==> config.mk <==
export PLATFORM = sky130hd
export DESIGN_NAME = tail_light_sequencer
export DESIGN_NICKNAME = d
export VERILOG_FILES = /design/src/rtl/tail_light_pkg.sv /design/src/rtl/tail_light_sequencer_tick_gen.sv /design/src/rtl/tail_light_sequencer.sv
export SDC_FILE = /design/constraint.sdc
export NUM_CORES = 1
export LEC_CHECK = 0
export CORE_MARGIN = 4
export CORE_UTILIZATION = 60
export CTS_CLUSTER_SIZE = 14
export DETAILED_ROUTE_END_ITERATION = 8
export GPL_TIMING_DRIVEN = 0
export PLACE_DENSITY_LB_ADDON = 0.08
export SYNTH_ARGS = -nofsm -noshare
export SYNTH_HDL_FRONTEND = slang
export SYNTH_SLANG_ARGS = --single-unit
==> constraint.sdc <==
create_clock -name clk_in -period 5.9 [get_ports clk_in]
set_clock_uncertainty 0.2 [all_clocks]
set_input_delay 1.18 -clock clk_in [delete_from_list [all_inputs] [get_ports clk_in]]
set_output_delay 1.18 -clock clk_in [all_outputs]
set_load 0.005 [all_outputs]
==> src/rtl/tail_light_pkg.sv <==
// Shared types and lamp patterns for the tail-light sequencer.
// Hazard states exist only when TAIL_LIGHT_HAZARD_EN is defined.
package tail_light_pkg;

    typedef enum logic [3:0] {
        ST_IDLE,
        ST_L1,
        ST_L2,
        ST_L3,
        ST_R1,
        ST_R2,
        ST_R3
`ifdef TAIL_LIGHT_HAZARD_EN
        ,
        ST_HAZ_ON,
        ST_HAZ_OFF
`endif
    } state_t;

    localparam logic [2:0] PAT_OFF = 3'b000;
    localparam logic [2:0] PAT_1   = 3'b001;
    localparam logic [2:0] PAT_2   = 3'b011;
    localparam logic [2:0] PAT_3   = 3'b111;

    // Returns {lamp_r, lamp_l} for a given state.
    function automatic logic [5:0] lamps_for(input state_t s);
        logic [5:0] lamps;
        lamps = {PAT_OFF, PAT_OFF};
        case (s)
            ST_L1:      lamps = {PAT_OFF, PAT_1};
            ST_L2:      lamps = {PAT_OFF, PAT_2};
            ST_L3:      lamps = {PAT_OFF, PAT_3};
            ST_R1:      lamps = {PAT_1, PAT_OFF};
            ST_R2:      lamps = {PAT_2, PAT_OFF};
            ST_R3:      lamps = {PAT_3, PAT_OFF};
`ifdef TAIL_LIGHT_HAZARD_EN
            ST_HAZ_ON:  lamps = {PAT_3, PAT_3};
`endif
            default:    lamps = {PAT_OFF, PAT_OFF};
        endcase
        return lamps;
    endfunction

endpackage

==> src/rtl/tail_light_sequencer_tick_gen.sv <==
// Free-running divider: tick is high for one clk_in cycle out of every TICK_DIV.
module tick_gen #(
    parameter int TICK_DIV = 12_500_000
) (
    input  logic clk_in,
    input  logic reset,
    output logic tick
);
    localparam int CW = $clog2(TICK_DIV);
    localparam logic [CW-1:0] LAST = CW'(TICK_DIV - 1);

    logic [CW-1:0] count_reg;

    always_ff @(posedge clk_in or posedge reset) begin
        if (reset) begin
            count_reg <= '0;
        end else if (count_reg == LAST) begin
            count_reg <= '0;
        end else begin
            count_reg <= count_reg + 1'b1;
        end
    end

    assign tick = (count_reg == LAST);

endmodule

==> src/rtl/tail_light_sequencer.sv <==
// Tail-light controller: latches turn requests, arbitrates, steps lamp patterns per tick.
// Optional hazard flasher is built when TAIL_LIGHT_HAZARD_EN is defined.
module tail_light_sequencer
    import tail_light_pkg::*;
#(
    parameter int TICK_DIV = 12_500_000
) (
    input  logic       clk_in,
    input  logic       reset,
    input  logic       left_req,
    input  logic       right_req,
    input  logic       hazard_req,
    output logic [2:0] lamp_l,
    output logic [2:0] lamp_r,
    output logic       busy,
    output logic       done
);
    logic   tick;
    logic   left_prev, right_prev;
    logic   pend_l, pend_r;
    logic   last_r;
    logic   edge_l, edge_r;
    logic   start_l, start_r;
    state_t state_reg, state_next;

    tick_gen #(.TICK_DIV(TICK_DIV)) u_tick_gen (
        .clk_in (clk_in),
        .reset  (reset),
        .tick   (tick)
    );

    assign edge_l = left_req  & ~left_prev;
    assign edge_r = right_req & ~right_prev;

`ifndef TAIL_LIGHT_HAZARD_EN
    logic unused_hazard;
    assign unused_hazard = hazard_req;
`endif

    always_comb begin
        state_next = state_reg;
        start_l    = 1'b0;
        start_r    = 1'b0;
        if (tick) begin
            case (state_reg)
                ST_IDLE: begin
                    // On a tie, last_r picks the side not served last.
                    if (pend_l && (!pend_r || last_r)) begin
                        state_next = ST_L1;
                        start_l    = 1'b1;
                    end else if (pend_r) begin
                        state_next = ST_R1;
                        start_r    = 1'b1;
                    end
                end
                ST_L1:      state_next = ST_L2;
                ST_L2:      state_next = ST_L3;
                ST_L3:      state_next = ST_IDLE;
                ST_R1:      state_next = ST_R2;
                ST_R2:      state_next = ST_R3;
                ST_R3:      state_next = ST_IDLE;
`ifdef TAIL_LIGHT_HAZARD_EN
                ST_HAZ_ON:  state_next = ST_HAZ_OFF;
                ST_HAZ_OFF: state_next = hazard_req ? ST_HAZ_ON : ST_IDLE;
`endif
                default:    state_next = ST_IDLE;
            endcase
`ifdef TAIL_LIGHT_HAZARD_EN
            // Hazard overrides idle arbitration and pre-empts a running turn sequence;
            // suppressing the start keeps any pending bits for later.
            if (hazard_req && state_reg != ST_HAZ_ON && state_reg != ST_HAZ_OFF) begin
                state_next = ST_HAZ_ON;
                start_l    = 1'b0;
                start_r    = 1'b0;
            end
`endif
        end
    end

    always_ff @(posedge clk_in or posedge reset) begin
        if (reset) begin
            state_reg  <= ST_IDLE;
            left_prev  <= 1'b0;
            right_prev <= 1'b0;
            pend_l     <= 1'b0;
            pend_r     <= 1'b0;
            last_r     <= 1'b1;
            lamp_l     <= PAT_OFF;
            lamp_r     <= PAT_OFF;
            busy       <= 1'b0;
            done       <= 1'b0;
        end else begin
            state_reg  <= state_next;
            left_prev  <= left_req;
            right_prev <= right_req;
            // A new edge coinciding with the start re-queues the request.
            pend_l     <= edge_l | (pend_l & ~start_l);
            pend_r     <= edge_r | (pend_r & ~start_r);
            if (start_l) begin
                last_r <= 1'b0;
            end else if (start_r) begin
                last_r <= 1'b1;
            end
            {lamp_r, lamp_l} <= lamps_for(state_next);
            busy <= (state_next != ST_IDLE);
            done <= (state_reg != ST_IDLE) && (state_next == ST_IDLE);
        end
    end

endmodule
After elaboration in Yosys (flattened, before gate mapping):

Index checks and enable logic that the tools add are counted.
Widths: inputs -> output; s select.

* add/sub/neg operators: 1
* eq/ne operators: 11
* mux-type cells: 15
* bitwise logic cells: 10
* reduce and logical (&&, ||, !) cells: 9

Operator list (number)
* $pmux 6 s6: 1
* $add 24x1->24 const B: 1
* $eq 24x24->1 const B: 1
* $mux 24: 1
* $eq 4x3->1 const B: 5
* $pmux 4 s5: 1
* $eq 4x2->1 const B: 3
* $mux 4: 3
* $mux 1: 9
* $eq 4x1->1 const B: 2
* $logic_not 4->1: 2
* $reduce_bool 4->1: 2
* $and 1x1->1: 4
* $not 1->1: 4
* $logic_and 1x1->1: 2
* $or 1x1->1: 2
* $reduce_bool 2->1: 1
* $logic_not 1->1: 1
* $logic_or 1x1->1: 1

* register bits: 41
* input port bits: 5
* output and inout port bits: 8
* word-level logic and storage cells: 57

Longest topological paths before layout:

* depth after elaboration: 9
* gate-level depth with buffers: 7
* mapped depth without buffers: 6

By module:

Synthesis repeated with hierarchy kept, for this count alone.

* cell total of the unflattened synthesis: 191
* area, all modules: 1994.4 µm²

Modules (own cells, without submodules)
* tick_gen: instances 1, cells an instance 121, area each 1227.4 µm², sequential area each 600.6 µm²
* tail_light_sequencer: instances 1, cells an instance 70, area each 767.0 µm², sequential area each 426.7 µm²

Least setup slack after synthesis:

No wires, ideal clock.

* path type: flip-flop to flip-flop
* start point: register u_tick_gen.count_reg[0]
* end point: register u_tick_gen.count_reg[20]
* library setup time: 129 ps
* data arrival time: 1622 ps
* required time: 5571 ps
* slack: 3949 ps
* cell stages (with the launch flop): 7
* buffers on the path: 0
* period minus slack after synthesis: 1951 ps
* path through: dfrtp_1 ha_1 nand4_4 nor4_4 nand3_1 o211ai_1 o31ai_1

* cells in the longest elaborated chain, start to end: 2
* elaborated cells between the ends (all ways): 3
* classes of those cells: 1 x add/sub; 1 x eq/ne; 1 x mux

Ends and longest elaborated chain
* from (decl): RTL line tail_light_sequencer_tick_gen.sv:12 `logic [CW-1:0] count_reg;`
* from (signal assigned): RTL line tail_light_sequencer_tick_gen.sv:20 `count_reg <= count_reg + 1'b1;`
* $add 24x1->24 / $eq 24x24->1 (equally long branches): RTL line tail_light_sequencer_tick_gen.sv:20, tail_light_sequencer_tick_gen.sv:17
* $mux 24 *: RTL line tail_light_sequencer_tick_gen.sv:17 `end else if (count_reg == LAST) begin`

Every way passes the cells marked *; elsewhere a longest branch is shown, timed or not.
A chain may end at the register's enable or synchronous reset.

Final worst setup path:

* start point: register busy
* end point: output port busy

RTL lines
* from (decl): RTL line tail_light_sequencer.sv:15 `output logic busy,`
* from (signal assigned): RTL line tail_light_sequencer.sv:105 `busy <= (state_next != ST_IDLE);`

No word-level cell between the ends.

==> summary by stage <==
Critical path
The endpoint arrival time on the critical path is roughly 1200 ps. The type of origin of the critical path is a register. In this design, the stage delay of the slowest critical-path cell is 500 ps. The family with the most delay on the worst path is buffers and inverters.

The highest net fanout along the worst path is 1. The critical path goes through clkdlybuf4s50_1. The kind of end point of the critical path is an output port.

Data on the critical path is required at its endpoint by 4520 ps. The kind of critical path is reg -> out. The cell with the largest stage delay on the worst path is clkdlybuf4s50_1.

The number of buffers and inverters on the critical path is 1.

GRT
Global routing used 19.97% of the available tracks. Entering global routing, the biggest net connects 42 pins. The global-route wire length before repair is roughly 6.5 mm. The via count of the first global-routing pass came to 1428. The initial antenna violation count is 0. Global routing finished with a remaining overflow of 0.

Die
The die area is about 0.0043 sq mm. Pin placement for this block handled 13 I/O pins. The floorplan step set the die height to 65.75 um. The die span in x is 65.75 um. After floorplanning, the core was sized to cover 0.003128 sq mm.

The initial utilization of the core area, before any placement, comes to 63.96%. The number of rows created at floorplan is 20.

Layout
The non-filler instance count after layout is 252. The number of antenna diodes in the final layout is 0. The area of the multi-input gates is 897.1 sq um.

The sequential standard cell area is 0.001027 sq mm. For this run, the post-layout net count is 213. After filler insertion, the fill cell instance count of the layout stands at between 200 and 250. The flip-flop count of the largest register after layout is 24.

In the final layout, the share of cells above drive strength 1 is 12.98%. The design area is 0.002268 sq mm. The area growth from synthesis to final layout is 13.38%.

Synthesis
The most area-hungry cell type in the Yosys netlist is dfrtp_1. The netlist uses 48 different library cells. Sorting the synthesized cells by area gives the leading types as dfrtp_1 (50%), nor2_1 (3.9%), xor2_1 (3.9%).

The number of standard cells after synthesis is about 190. Counting instances in the post-synthesis netlist gives the leading cell types as dfrtp_1 (40), nor2_1 (21), nand2_1 (13). The post-synthesis average cell area is 10.59 sq um.

Counting flops with a built-in enable in the synthesized netlist gives 0. The area of the mapped netlist is between 0.002 and 0.0025 sq mm. The portion of the post-synthesis area used by sequential elements is 51.34%. The count of synthesis-stage warnings from yosys is 0. The most frequently used cell type in the post-synthesis netlist is dfrtp_1. The post-synthesis net count is 195. The number of synthesized register bits is 41. The most frequently used flop master after synthesis is dfrtp_1. The proportion of netlist area held by the largest area contributor is 50.03%. Counting flops with an async set or reset pin after synthesis yields a share of 100.0%.

CTS
At the later pin of the worst-skew pair, clock insertion delay measures 360 ps. The hold-fix buffer count after cts is 0. The number of gates resized after CTS was 0. The CTS tree is done. The number of setup buffers added after CTS is 0. The maximum count of clock buffers along a single path is 2. The depth of the CTS H-tree is 2.

The clock transition time at the flip-flop clock pins of the worst setup and hold paths is roughly 120 ps. In this run the clock root is driven by a clkbuf_4. The number of sinks driven by the clock tree is 41. In this run, CTS created clock tree buffers numbering 5.

Placed design
Buffers placed on the I/O ports in this run total 11. The congestion estimate from routability-driven global placement came to 0.8205. The placed cell count is approximately 240.

The wire-length estimate of the detail-placed layout is 2.664 mm. The cell area after placement is 0.002166 sq mm.

Route
In the routed design, unresolved DRC markers number 0. Across all layers, the routed design uses 1490 vias. The first detailed-routing pass ran for 4 iterations. The per-cell routed wire length is roughly 15 um. The antenna violation net count after detailed routing is 0. The count of routing violations after the opening detailed-route iteration is around 100.

The sum of routed wire length over all layers is 3.717 mm. The ratio of routed vias to standard cells is between 5 and 6.

Job
Max-cap violations in this run came to 0.

Timing
The worst relative slew slack is 45.12%. Setup violations remaining at the end of the flow were counted as 0. The worst path uses 43.68% of the clock period. The final critical delay including setup and external delays is 2577 ps.

The transition time at the pin with the least slew margin is 821.9 ps. Hold is met by 289.0 ps. The maximum frequency from static timing analysis is roughly 0.39 GHz. Setup repair after global routing left no endpoint under its margin. The final hold violation count was 0. The count of final max-slew check failures was 0. The total negative setup slack is 0 ps.

Pwr
The worst vdd rail ir drop is 0.0001467 V. For this design the static power due to leakage is 0.001038 uW. Dividing total power by cell area gives a power density of 225.8 mW/mm^2.

Hold path
The path category of the worst min-delay check is reg -> reg.

Outcome
The flow ran to the end, and the final reports show no timing, DRC or antenna violations.
==> cell type report <==
type | instances | share of cell area, %
Sequential cell | 41 | 45.28
Multi-Input combinational cell | 132 | 39.55
Timing Repair Buffer | 11 | 4.854
Clock inverter | 3 | 2.868
Tap cell | 44 | 2.427
Inverter | 11 | 1.820
Clock buffer | 5 | 1.655
Buffer | 5 | 1.544
==> cell usage in the layout, fill, tap and decap left out, drive strengths merged, types with 4 or more instances in the layout <==
| master | instances |
|---|---|
| inv | 11 |
| nand2 | 15 |
| o21ai | 11 |
| xor2 | 9 |
| nor2 | 22 |
| clkbuf | 7 |
| dfrtp | 40 |
| nand4 | 4 |
| and3 | 4 |
| or3 | 4 |
| clkdlybuf4s50 | 11 |
| xnor2 | 8 |
| a21oi | 5 |
| nand3 | 13 |
==> report_power, final <==
part           internal [uW]  switching [uW]  leakage, uW
combinational           1.88            5.69     0.000443
sequential               282           0.182     0.000540
clock                    131            91.7    0.0000552
==> path summary, 6_finish.rpt <==
kind	cells past startpoint	slack [ps]	to	startpoint
setup / recovery	1	3320	busy	busy$_DFF_PP0_
hold / removal	1	290	pend_r$_DFF_PP0_	right_prev$_DFF_PP0_
setup reg to reg	6	3700	u_tick_gen.count_reg[20]$_DFF_PP0_	u_tick_gen.count_reg[0]$_DFF_PP0_
hold reg to reg	1	290	pend_r$_DFF_PP0_	right_prev$_DFF_PP0_
max in group asynchronous	2	3890	lamp_r[0]$_DFF_PP0_	reset
min in group asynchronous	2	1080	u_tick_gen.count_reg[2]$_DFF_PP0_	reset
==> per-stage QoR <==
stage,utilization [%],setup slack [ps],total power (uW)
after CTS,72.52,3302,515.4
final,72.52,3323,512.2
after floorplan,-,3576,291.5
after global placement,69.24,2851,294.8
after detailed placement,69.24,3455,295.2
after global routing,72.52,3279,530.5
==> logic make-up (layout without fill, tap and decap cells) <==
kind of cell,after synthesis,in the layout,synth area share (%)
and+or+nand+nor,80,80,24.70
AOI/OAI and AO/OA,34,34,12.07
DFF,41,41,51.34
buffers and inverters,16,35,3.815
adders and majority gates,1,1,0.6253
xor gates and xnor gates,17,17,7.443
==> layer usage <==
metal / global-route usage, % / vias to the layer above / routed length (um)
li1: - / 714 / -
met3: 5.128 / 10 / 181
met2: 30.54 / 41 / 1794
met1: 26.87 / 725 / 1655
met4: 8.290 / 0 / 87
met5: 0 / - / 0
No activity file was read; power rests on OpenSTA's default activity.
